==> config.mk <==
export PLATFORM = sky130hd
export DESIGN_NAME = ntt_twiddle_seq
export DESIGN_NICKNAME = d
export VERILOG_FILES = /design/src/rtl/ntt_pkg.sv /design/src/rtl/ntt_tw_rom.sv /design/src/rtl/ntt_twiddle_seq.sv
export SDC_FILE = /design/constraint.sdc
export NUM_CORES = 1
export LEC_CHECK = 0
export CAP_MARGIN = 30
export CORE_MARGIN = 4
export CORE_UTILIZATION = 45
export CTS_BUF_LIST = sky130_fd_sc_hd__clkbuf_16
export CTS_CLUSTER_DIAMETER = 40
export DETAILED_ROUTE_END_ITERATION = 8
export GPL_TIMING_DRIVEN = 0
export PLACE_DENSITY = 0.73
export SETUP_SLACK_MARGIN = 0.1
export SLEW_MARGIN = 10
export SYNTH_ARGS = -nofsm -noshare
export SYNTH_HDL_FRONTEND = slang
export SYNTH_HIERARCHICAL = 1
export SYNTH_SLANG_ARGS = --single-unit
==> constraint.sdc <==
create_clock -name clk -period 4 [get_ports clk]
set_clock_uncertainty 0.1 [all_clocks]
set_input_delay 0.8 -clock clk [delete_from_list [all_inputs] [get_ports clk]]
set_output_delay 0.8 -clock clk [all_outputs]
set_load 0.01 [all_outputs]
==> src/rtl/ntt_pkg.sv <==
// ntt_pkg: shared constants, types and elaboration-time helpers for the NTT twiddle path.
//   - Default modulus/width/length parameters and the primitive root.
//   - Mode encoding (NTT_FWD / NTT_INV) and the sequencer state type.
//   - Constant functions bitrev(), modpow(), flog2(), mont_r() used to build the zeta table.
package ntt_pkg;

    localparam int unsigned NTT_Q     = 3329;
    localparam int unsigned NTT_QW    = 12;
    localparam int unsigned NTT_LOG_N = 8;
    localparam int unsigned NTT_ROOT  = 17;

    localparam logic NTT_FWD = 1'b0;
    localparam logic NTT_INV = 1'b1;

    typedef enum logic [1:0] {StIdle, StRun, StFin} seq_state_e;

    // Reverse the low 'bits' bits of v.
    function automatic int unsigned bitrev(input int unsigned v, input int unsigned bits);
        int unsigned r;
        r = 0;
        for (int unsigned i = 0; i < bits; i++) begin
            r = (r << 1) | ((v >> i) & 32'd1);
        end
        return r;
    endfunction

    // base^exp mod q by square-and-multiply; 64-bit intermediates cover any 32-bit q.
    function automatic logic [63:0] modpow(input logic [63:0] base, input logic [63:0] exp,
                                           input logic [63:0] q);
        logic [63:0] r;
        logic [63:0] b;
        logic [63:0] e;
        r = 64'd1 % q;
        b = base % q;
        e = exp;
        for (int i = 0; i < 64; i++) begin
            if (e[0]) r = (r * b) % q;
            b = (b * b) % q;
            e = e >> 1;
        end
        return r;
    endfunction

    // floor(log2 v) for v > 0; 0 for v == 0.
    function automatic int unsigned flog2(input int unsigned v);
        int unsigned r;
        r = 0;
        for (int unsigned i = 0; i < 32; i++) begin
            if (v[i]) r = i;
        end
        return r;
    endfunction

    // Montgomery radix R = 2^16 reduced mod q.
    function automatic logic [63:0] mont_r(input logic [63:0] q);
        return 64'h1_0000 % q;
    endfunction

    localparam logic [63:0] NTT_MONT_R = mont_r(64'(NTT_Q));

endpackage

==> src/rtl/ntt_tw_rom.sv <==
// ntt_tw_rom: N/2 x QW zeta table, zeta[k] = ROOT^bitrev(k) mod Q, with a registered read.
//   Build option NTT_TW_MONT_EN: entries stored as zeta*R mod Q (R = 2^16 mod Q).
//   clk, rst : clock, async active-high reset (clears the read register)
//   en_i     : load the read register from addr_i
//   addr_i   : table index k
//   data_o   : registered table entry
module ntt_tw_rom
    import ntt_pkg::*;
#(
    parameter int unsigned Q     = NTT_Q,
    parameter int unsigned QW    = NTT_QW,
    parameter int unsigned LOG_N = NTT_LOG_N,
    parameter int unsigned ROOT  = NTT_ROOT
) (
    input  logic             clk,
    input  logic             rst,
    input  logic             en_i,
    input  logic [LOG_N-2:0] addr_i,
    output logic [QW-1:0]    data_o
);

    localparam int unsigned Half = 32'd1 << (LOG_N - 1);

    function automatic logic [QW-1:0] entry(input int unsigned k);
        logic [63:0] z;
        z = modpow(64'(ROOT), 64'(bitrev(k, LOG_N - 1)), 64'(Q));
`ifdef NTT_TW_MONT_EN
        z = (z * mont_r(64'(Q))) % 64'(Q);
`endif
        return z[QW-1:0];
    endfunction

    logic [QW-1:0] rom [Half];

    for (genvar i = 0; i < Half; i++) begin : g_rom
        assign rom[i] = entry(i);
    end

    logic [QW-1:0] data_q;

    always_ff @(posedge clk or posedge rst) begin
        if (rst) begin
            data_q <= '0;
        end else if (en_i) begin
            data_q <= rom[addr_i];
        end
    end

    assign data_o = data_q;

endmodule

==> src/rtl/ntt_twiddle_seq.sv <==
// ntt_twiddle_seq: streams one twiddle token per butterfly group over valid/ready.
//   Forward walks k = 1 .. N/2-1, inverse walks k = N/2-1 .. 1.
//   Build option NTT_TW_MONT_EN (via ntt_tw_rom): Montgomery-domain zetas.
//   clk, rst      : clock, async active-high reset
//   start_i       : begin a pass (idle only); mode_i sampled with it (0 fwd, 1 inv)
//   abort_i       : synchronous cancel, no done pulse
//   busy_o        : pass in progress
//   done_o        : one-cycle pulse after the last token handshakes
//   tw_valid_o / tw_ready_i : token handshake
//   tw_zeta_o, tw_k_o, tw_len_log2_o, tw_last_o : token fields
module ntt_twiddle_seq
    import ntt_pkg::*;
#(
    parameter int unsigned Q     = NTT_Q,
    parameter int unsigned QW    = NTT_QW,
    parameter int unsigned LOG_N = NTT_LOG_N,
    parameter int unsigned ROOT  = NTT_ROOT
) (
    input  logic                       clk,
    input  logic                       rst,
    input  logic                       start_i,
    input  logic                       mode_i,
    input  logic                       abort_i,
    output logic                       busy_o,
    output logic                       done_o,
    output logic                       tw_valid_o,
    input  logic                       tw_ready_i,
    output logic [QW-1:0]              tw_zeta_o,
    output logic [LOG_N-2:0]           tw_k_o,
    output logic [$clog2(LOG_N)-1:0]   tw_len_log2_o,
    output logic                       tw_last_o
);

    localparam int unsigned KW   = LOG_N - 1;
    localparam int unsigned LW   = $clog2(LOG_N);
    localparam int unsigned Half = 32'd1 << (LOG_N - 1);

    seq_state_e state_q, state_d;
    logic       mode_q, mode_d;
    logic       valid_q, valid_d;
    logic       last_q, last_d;
    logic [KW-1:0] k_q, k_d;
    logic [LW-1:0] len_q, len_d;

    logic          load;
    logic [KW-1:0] load_k;

    always_comb begin
        state_d = state_q;
        mode_d  = mode_q;
        valid_d = valid_q;
        last_d  = last_q;
        k_d     = k_q;
        len_d   = len_q;
        load    = 1'b0;
        load_k  = k_q;

        unique case (state_q)
            StIdle: begin
                // abort beats a simultaneous start
                if (start_i && !abort_i) begin
                    mode_d  = mode_i;
                    load    = 1'b1;
                    load_k  = (mode_i == NTT_INV) ? KW'(Half - 1) : KW'(1);
                    state_d = StRun;
                end
            end
            StRun: begin
                if (abort_i) begin
                    valid_d = 1'b0;
                    last_d  = 1'b0;
                    state_d = StIdle;
                end else if (valid_q && tw_ready_i && last_q) begin
                    valid_d = 1'b0;
                    last_d  = 1'b0;
                    state_d = StFin;
                end else if (!valid_q || tw_ready_i) begin
                    // last_q is clear here, so k never steps past the end of the walk
                    load   = 1'b1;
                    load_k = (mode_q == NTT_INV) ? (k_q - KW'(1)) : (k_q + KW'(1));
                end
            end
            StFin: begin
                state_d = StIdle;
            end
            default: begin
                state_d = StIdle;
            end
        endcase

        if (load) begin
            valid_d = 1'b1;
            k_d     = load_k;
            len_d   = LW'(LOG_N - 1 - flog2(32'(load_k)));
            last_d  = (mode_d == NTT_INV) ? (load_k == KW'(1)) : (load_k == KW'(Half - 1));
        end
    end

    always_ff @(posedge clk or posedge rst) begin
        if (rst) begin
            state_q <= StIdle;
            mode_q  <= NTT_FWD;
            valid_q <= 1'b0;
            last_q  <= 1'b0;
            k_q     <= '0;
            len_q   <= '0;
        end else begin
            state_q <= state_d;
            mode_q  <= mode_d;
            valid_q <= valid_d;
            last_q  <= last_d;
            k_q     <= k_d;
            len_q   <= len_d;
        end
    end

    // The ROM read register is the zeta field of the token register.
    ntt_tw_rom #(
        .Q     (Q),
        .QW    (QW),
        .LOG_N (LOG_N),
        .ROOT  (ROOT)
    ) u_rom (
        .clk    (clk),
        .rst    (rst),
        .en_i   (load),
        .addr_i (load_k),
        .data_o (tw_zeta_o)
    );

    assign busy_o        = (state_q == StRun);
    assign done_o        = (state_q == StFin);
    assign tw_valid_o    = valid_q;
    assign tw_k_o        = k_q;
    assign tw_len_log2_o = len_q;
    assign tw_last_o     = last_q;

endmodule
==> reports/qor.tcl <==
set qor(fmax_ghz) 0.259
set qor(postPlaceCellArea_mm2) 0.00462
set qor(nNetsFinal) 630
set qor(synth.ff_latch_count) 27
set qor(num_cts_buffers) 3
set qor(cts.htree.levels) 1
set qor(postSynth.asyncResetShare) 1.00
set qor(synth_top_area_cell) {sky130_fd_sc_hd__dfrtp_1}
set qor(finalWeightedCongestion) 1.10
set qor(cp.depth) 10
set qor(vias_per_cell) 7.60
set qor(layout-drive-gt1-share) 0.228
set qor(timing.critical_path.to) {u_rom/data_o[5]}
set qor(yosysUniqueCellTypes) 86
set qor(post_synth_inst_count) 557
set qor(clock-root-buffer) {sky130_fd_sc_hd__clkbuf_16}
set qor(synth.yosys.seq_area_share) 0.162
set qor(number_of_standard_cell_rows_in_the_floorplan) 34
set qor(worst_setup_path_startpoint) {mode_q}
set qor(ir_worst_vdd_uv) 588
set qor(final-hold-violation-count) 0
set qor(min_period_over_period) 0.966
set qor(drc_errors) 0
set qor(worst_ep_required_time_ns) 4.04
set qor(die_height_um) 104
set qor(syn_nets) 582
set qor(initial_utilization) 0.471
set qor(route.final.wire_length_um) 20600
set qor(path_delay_family) {compound AO/OA/AOI/OAI gates}
set qor(drt_pre_antenna_iters) 7
set qor(worstReg2RegStart) {mode_q}
set qor(tritoncts) {built}
set qor(drt_iter0_markers) 930
set qor(highest_cell_delay_on_the_worst_timing_path_ns) 0.49
set qor(fillers) 822
set qor(worstHoldPathType) {reg2reg}
set qor(total_via_count_after_detailed_routing) 5412
set qor(setup_slack_reg_to_reg_ns) 0.13
set qor(global_route_wire_length_before_repair_um) 30900
set qor(postRouteAntennaNets) 0
set qor(most-common-layout-cells) {sky130_fd_sc_hd__nand2_1, sky130_fd_sc_hd__a21oi_1, sky130_fd_sc_hd__nor2_1, sky130_fd_sc_hd__o21ai_0, sky130_fd_sc_hd__clkdlybuf4s50_1}
set qor(end_kind) {register}
set qor(global_routing_usage_summed_across_all_routing_layers) 0.363
set qor(floorplan.die_area_mm2) 0.0109
set qor(die_width_um) 104
set qor(worstSetupPathType) {reg2reg}
set qor(worstSetupStartpointType) {register}
set qor(clock_sink_count) 27
set qor(mostFrequentLayoutCell) {sky130_fd_sc_hd__nand2_1}
set qor(r2r_cells) 10
set qor(wl_per_cell_um) 28.9
set qor(globalRouteOverflowTotal) 0
set qor(floorplan.core_area_mm2) 0.00885
set qor(n_antenna_cell) 0
set qor(worst_hold_startpoint) {tw_len_log2_o[2]}
set qor(via_count_of_the_first_global_routing_pass) 5092
set qor(syn-cell-area_mm2) 0.00417
set qor(final-max-slew-violation-count) 0
set qor(post_synth_main_area_contributors) {sky130_fd_sc_hd__dfrtp_1, sky130_fd_sc_hd__a21oi_1, sky130_fd_sc_hd__ha_1, sky130_fd_sc_hd__nand2_1, sky130_fd_sc_hd__o21ai_0}
set qor(cts.reportedPaths.clkPinSlew_ns) 0.07
set qor(critical_path.reg2reg.endpoint) {u_rom/data_o[5]}
set qor(crit_chain) {ha_1, or2_2, a31oi_1, mux2i_1, a221o_1, buf_2, buf_2, clkbuf_2, o21ai_0, a311o_1}
set qor(synth_ff_type) {sky130_fd_sc_hd__dfrtp_1}
set qor(timing.critical_path.slowest_stage_cell) {sky130_fd_sc_hd__dfrtp_2}
set qor(worst-path-buf-inv) 3
set qor(critical_path_arrival_ns) 3.91
set qor(crit_path_max_fo) 10
set qor(finalWorstPathRequiredPeriod_ns) 3.87
set qor(grt_max_degree) 16
set qor(dpl.hpwl_um) 14500
set qor(status) {completed}
set qor(ioPinCount) 32
set qor(finalSetupViolCount) 0
set qor(timing.max_cap.violations) 0
set qor(tightestPinTransition_ns) 0.565
set qor(synth.top_cell.area_share) 0.162
set qor(number_of_synthesized_flops_with_an_enable_pin) 0
set qor(rsz0062_at_grt) {yes}
set qor(final_design_area_no_fill_mm2) 0.00515
set qor(total_leakage_power_nw) 2.05
set qor(clockBufferDepth) 2
set qor(area_growth_pct) 23.6
set qor(yosysWarnings) 6
set qor(worst_path_most_repeated_cell) {sky130_fd_sc_hd__buf_2}
set qor(number_of_antenna_violations_at_the_first_check_in_global_routing) 0
set qor(power_per_cell_area_mw_per_mm2) 1050
set qor(io_buffers) 31
set qor(post_cts_hold_buffer_count) 0
set qor(slew_headroom) 0.613
set qor(synthesized_area_divided_by_synthesized_cell_count_um2) 7.49
set qor(fin_setup_tns_ns) 0
set qor(worstSkewPairLatency_ns) 0.27
==> per-layer routing <==
| metal | GRT usage | vias to the layer above | share of wire |
|---|---|---|---|
| met3 | 0.145 | 181 | 0.16 |
| li1 | - | 2204 | - |
| met5 | 0 | - | 0 |
| met1 | 0.462 | 2476 | 0.36 |
| met2 | 0.524 | 551 | 0.40 |
| met4 | 0.191 | 0 | 0.083 |
==> per-stage QoR <==
stage          hold WS [ns]   util  power [W]  instances  setup slack [ns]
6_report              0.379  0.582    0.00542        712             0.135
2_1_floorplan         0.411      -    0.00308        557             0.100
3_5_place_dp          0.367  0.522    0.00443        696             -1.40
4_1_cts               0.384  0.563    0.00494        707            0.0684
3_3_place_gp          0.371  0.522    0.00449        696             -1.49
5_1_grt               0.415  0.582    0.00554        712             0.105
==> area by class of cell <==
cell class | instances | area [um^2] | area share
Buffer | 49 | 377 | 0.0731
Clock buffer | 3 | 75.1 | 0.0146
Clock inverter | 1 | 5.00 | 0.000971
Inverter | 22 | 97.6 | 0.0189
Multi-Input combinational cell | 457 | 3360 | 0.652
Sequential cell | 27 | 677 | 0.131
Tap cell | 108 | 135 | 0.0262
Timing Repair Buffer | 45 | 427 | 0.0828
==> repair_timing <==
action,CTS,global route
setup buffers,9,5
endpoints found under the setup margin,12,12
endpoints found under the hold margin,0,0
pin swaps,9,8
resized for setup,58,36
==> power breakdown <==
part	switching, W	internal (W)	leakage [nW]	total, W
clock	0.000103	0.000135	0.0409	0.000239
sequential	0.000107	0.000387	0.326	0.000495
combinational	0.00296	0.00173	1.68	0.00469
total	0.00317	0.00225	2.05	0.00542
==> synthesized netlist by cell type, types with 18 or more instances <==
library cell and n:
sky130_fd_sc_hd__nand2_1 54, sky130_fd_sc_hd__a21oi_1 47, sky130_fd_sc_hd__nor2_1 33, sky130_fd_sc_hd__o21ai_0 33, sky130_fd_sc_hd__dfrtp_1 27, sky130_fd_sc_hd__nand2b_1 22
sky130_fd_sc_hd__buf_2 21, sky130_fd_sc_hd__a31oi_1 20, sky130_fd_sc_hd__nand3_1 20, sky130_fd_sc_hd__inv_1 19, sky130_fd_sc_hd__nor2b_1 19, sky130_fd_sc_hd__ha_1 18
==> logic make-up (layout without fill, tap and decap cells) <==
logic type,Yosys count,count (layout),synth area share
adder cells (fa/ha/maj),19,19,0.0588
multiplexers,16,16,0.0477
AND/OR/NAND/NOR,200,200,0.255
AO/OA/AOI/OAI,219,219,0.372
buffers and inverters,73,120,0.0978
XOR/XNOR,3,3,0.00630
flip-flops,27,27,0.162
==> worst min path at each step <==
| stage | end | slack [ns] | depth (start not counted) |
|---|---|---|---|
| after global routing | u_rom/data_o[9] | 0.41 | 2 |
| after global placement | tw_len_log2_o[1] | 0.37 | 2 |
| final | tw_len_log2_o[2] | 0.38 | 2 |
| after floorplan | tw_len_log2_o[1] | 0.41 | 2 |
| after detailed placement | tw_len_log2_o[2] | 0.37 | 2 |
| after CTS | tw_len_log2_o[2] | 0.38 | 2 |
==> tightest hold or removal path, stage by stage, from the launching register on <==
cell and delay, ns:
sky130_fd_sc_hd__dfrtp_1 0.35, sky130_fd_sc_hd__nand2_1 0.05, sky130_fd_sc_hd__o31ai_1 0.05
==> sequential cells by signal, indices dropped and copies added, names as in the netlist <==
name           count
mode_q             1
state_q            2
tw_k_o             7
u_rom/data_o      12
tw_valid_o         1
tw_len_log2_o      3
tw_last_o          1
(Power assumes the default switching activity.)
==> RTL change (config.mk and constraints unchanged) <==
The package constant `NTT_LOG_N` goes from 8 to 7.
--- a/src/rtl/ntt_pkg.sv
+++ b/src/rtl/ntt_pkg.sv
@@ -6,7 +6,7 @@
 
     localparam int unsigned NTT_Q     = 3329;
     localparam int unsigned NTT_QW    = 12;
-    localparam int unsigned NTT_LOG_N = 8;
+    localparam int unsigned NTT_LOG_N = 7;
     localparam int unsigned NTT_ROOT  = 17;
 
     localparam logic NTT_FWD = 1'b0;
Interface: changed (resized tw_k_o); port bits go from 32 to 31. The function was not compared with the original's and may differ.
==> RTL change against the original RTL <==
Total power fell by 39%. Sequential cell count fell by 1. Critical path type is now input pin to flop. Global-route usage fell by 10 points. Area after synthesis fell by 30%. Count of clock-buffer cells in the layout did not move. Final area fell by 31%. Hold slack improved by 0.051 ns. Die area fell by 28%. Setup slack improved by 0.046 ns. Routed wire length fell by 51%. Combinational power fell by 45%.
==> RTL change: results (changes against the original RTL) <==
| Metric | Value |
|---|---|
| Status | finished, final reports clean (unchanged) |
| I/O Buffers | 30 (was 31) |
| RD Place Congestion | 1.04 (was 1.10) |
| Vias in the first global route | 2,868 (was 5,092) |
| Post-synthesis mux area share | 4.08% (was 4.77%) |
| Fraction of the mapped netlist area in compound gates | 32.9% (was 37.2%) |
| Synth top cells by count | 30 x nor2_1, 26 x dfrtp_1, 24 x nand2_1 (was 54 x nand2_1, 47 x a21oi_1, 33 x nor2_1, 33 x o21ai_0, 27 x dfrtp_1) |
| Flop+latch power | 461 uW (was 495 uW) |
| R2R cell count | 11 (was 10) |
| Worst vdd ir | 0.494 mV (was 0.588 mV) |
| DR vias | 3,242 (was 5,412) |
| Register area share after synthesis | 22.4% (was 16.2%) |
| Slew headroom | 62.8% (was 61.3%) |
| DRT iter0 DRCs | 498 (was 930) |
| Synthesized Nets | 382 (was 582) |
| Final wirelength | 10.1 mm (was 20.6 mm) |
| Placed insts | 469 (was 696) |
| Area after detailed placement | 0.00331 mm^2 (was 0.00462 mm^2) |
| Comb_multi_in | 291 (was 457) |
| Signal buffers share of area | 15.2% (was 15.6%) |
| Fillers | 586 (was 822) |
| Internal power | 1.57 mW (was 2.25 mW) |
| Nets | 427 (was 630) |
| Die area | 0.00782 mm^2 (was 0.0109 mm^2) |
| First-pass DRT Iterations | 5 (was 7) |
| Post-Synth Adder-Cell Area | 6.28% (was 5.88%) |
| Share of cells above drive strength 1 | 18.5% (was 22.8%) |
| Worst Setup Slack post-DPL | -1.19 ns (was -1.40 ns) |
| Multi-input gate area | 0.00210 mm^2 (was 0.00336 mm^2) |
| Nonclk buf count | 65 (was 94) |
| Total power draw | 3.28 mW (was 5.42 mW) |
| First-pass GRT wire length | 15.9 mm (was 30.9 mm) |
| Standby leakage power | 1.43 nW (was 2.05 nW) |
## RTL change: worst max-delay path, stage by stage
cell	delay, ns
dlygate4sd2_1	0.30
or3b_1	0.37
buf_2	0.18
a21oi_4	0.14
nor2_2	0.08
inv_2	0.07
nor2_1	0.06
a21oi_2	0.16
buf_6	0.17
inv_1	0.14
ha_1	0.25
clkbuf_2	0.20
nor2b_1	0.40
nor3_1	0.13
nor4_2	0.31
nor3_1	0.09
## RTL change: final timing paths
check,startpoint,endpoint,slack (ns)
max in group asynchronous,rst,tw_k_o[2],2.63
setup / recovery,abort_i,u_rom/data_o[11],0.18
min in group asynchronous,rst,u_rom/data_o[11],0.78
hold reg to reg,u_rom/data_o[3],u_rom/data_o[3],0.43
hold / removal,u_rom/data_o[3],u_rom/data_o[3],0.43
setup reg to reg,tw_k_o[0],u_rom/data_o[10],0.47
## RTL change: routing by layer
metal	track usage, %	share of wire [%]
met1	38.9	44
met2	37.2	40
met4	10.4	5.0
met5	0	0
met3	4.47	11
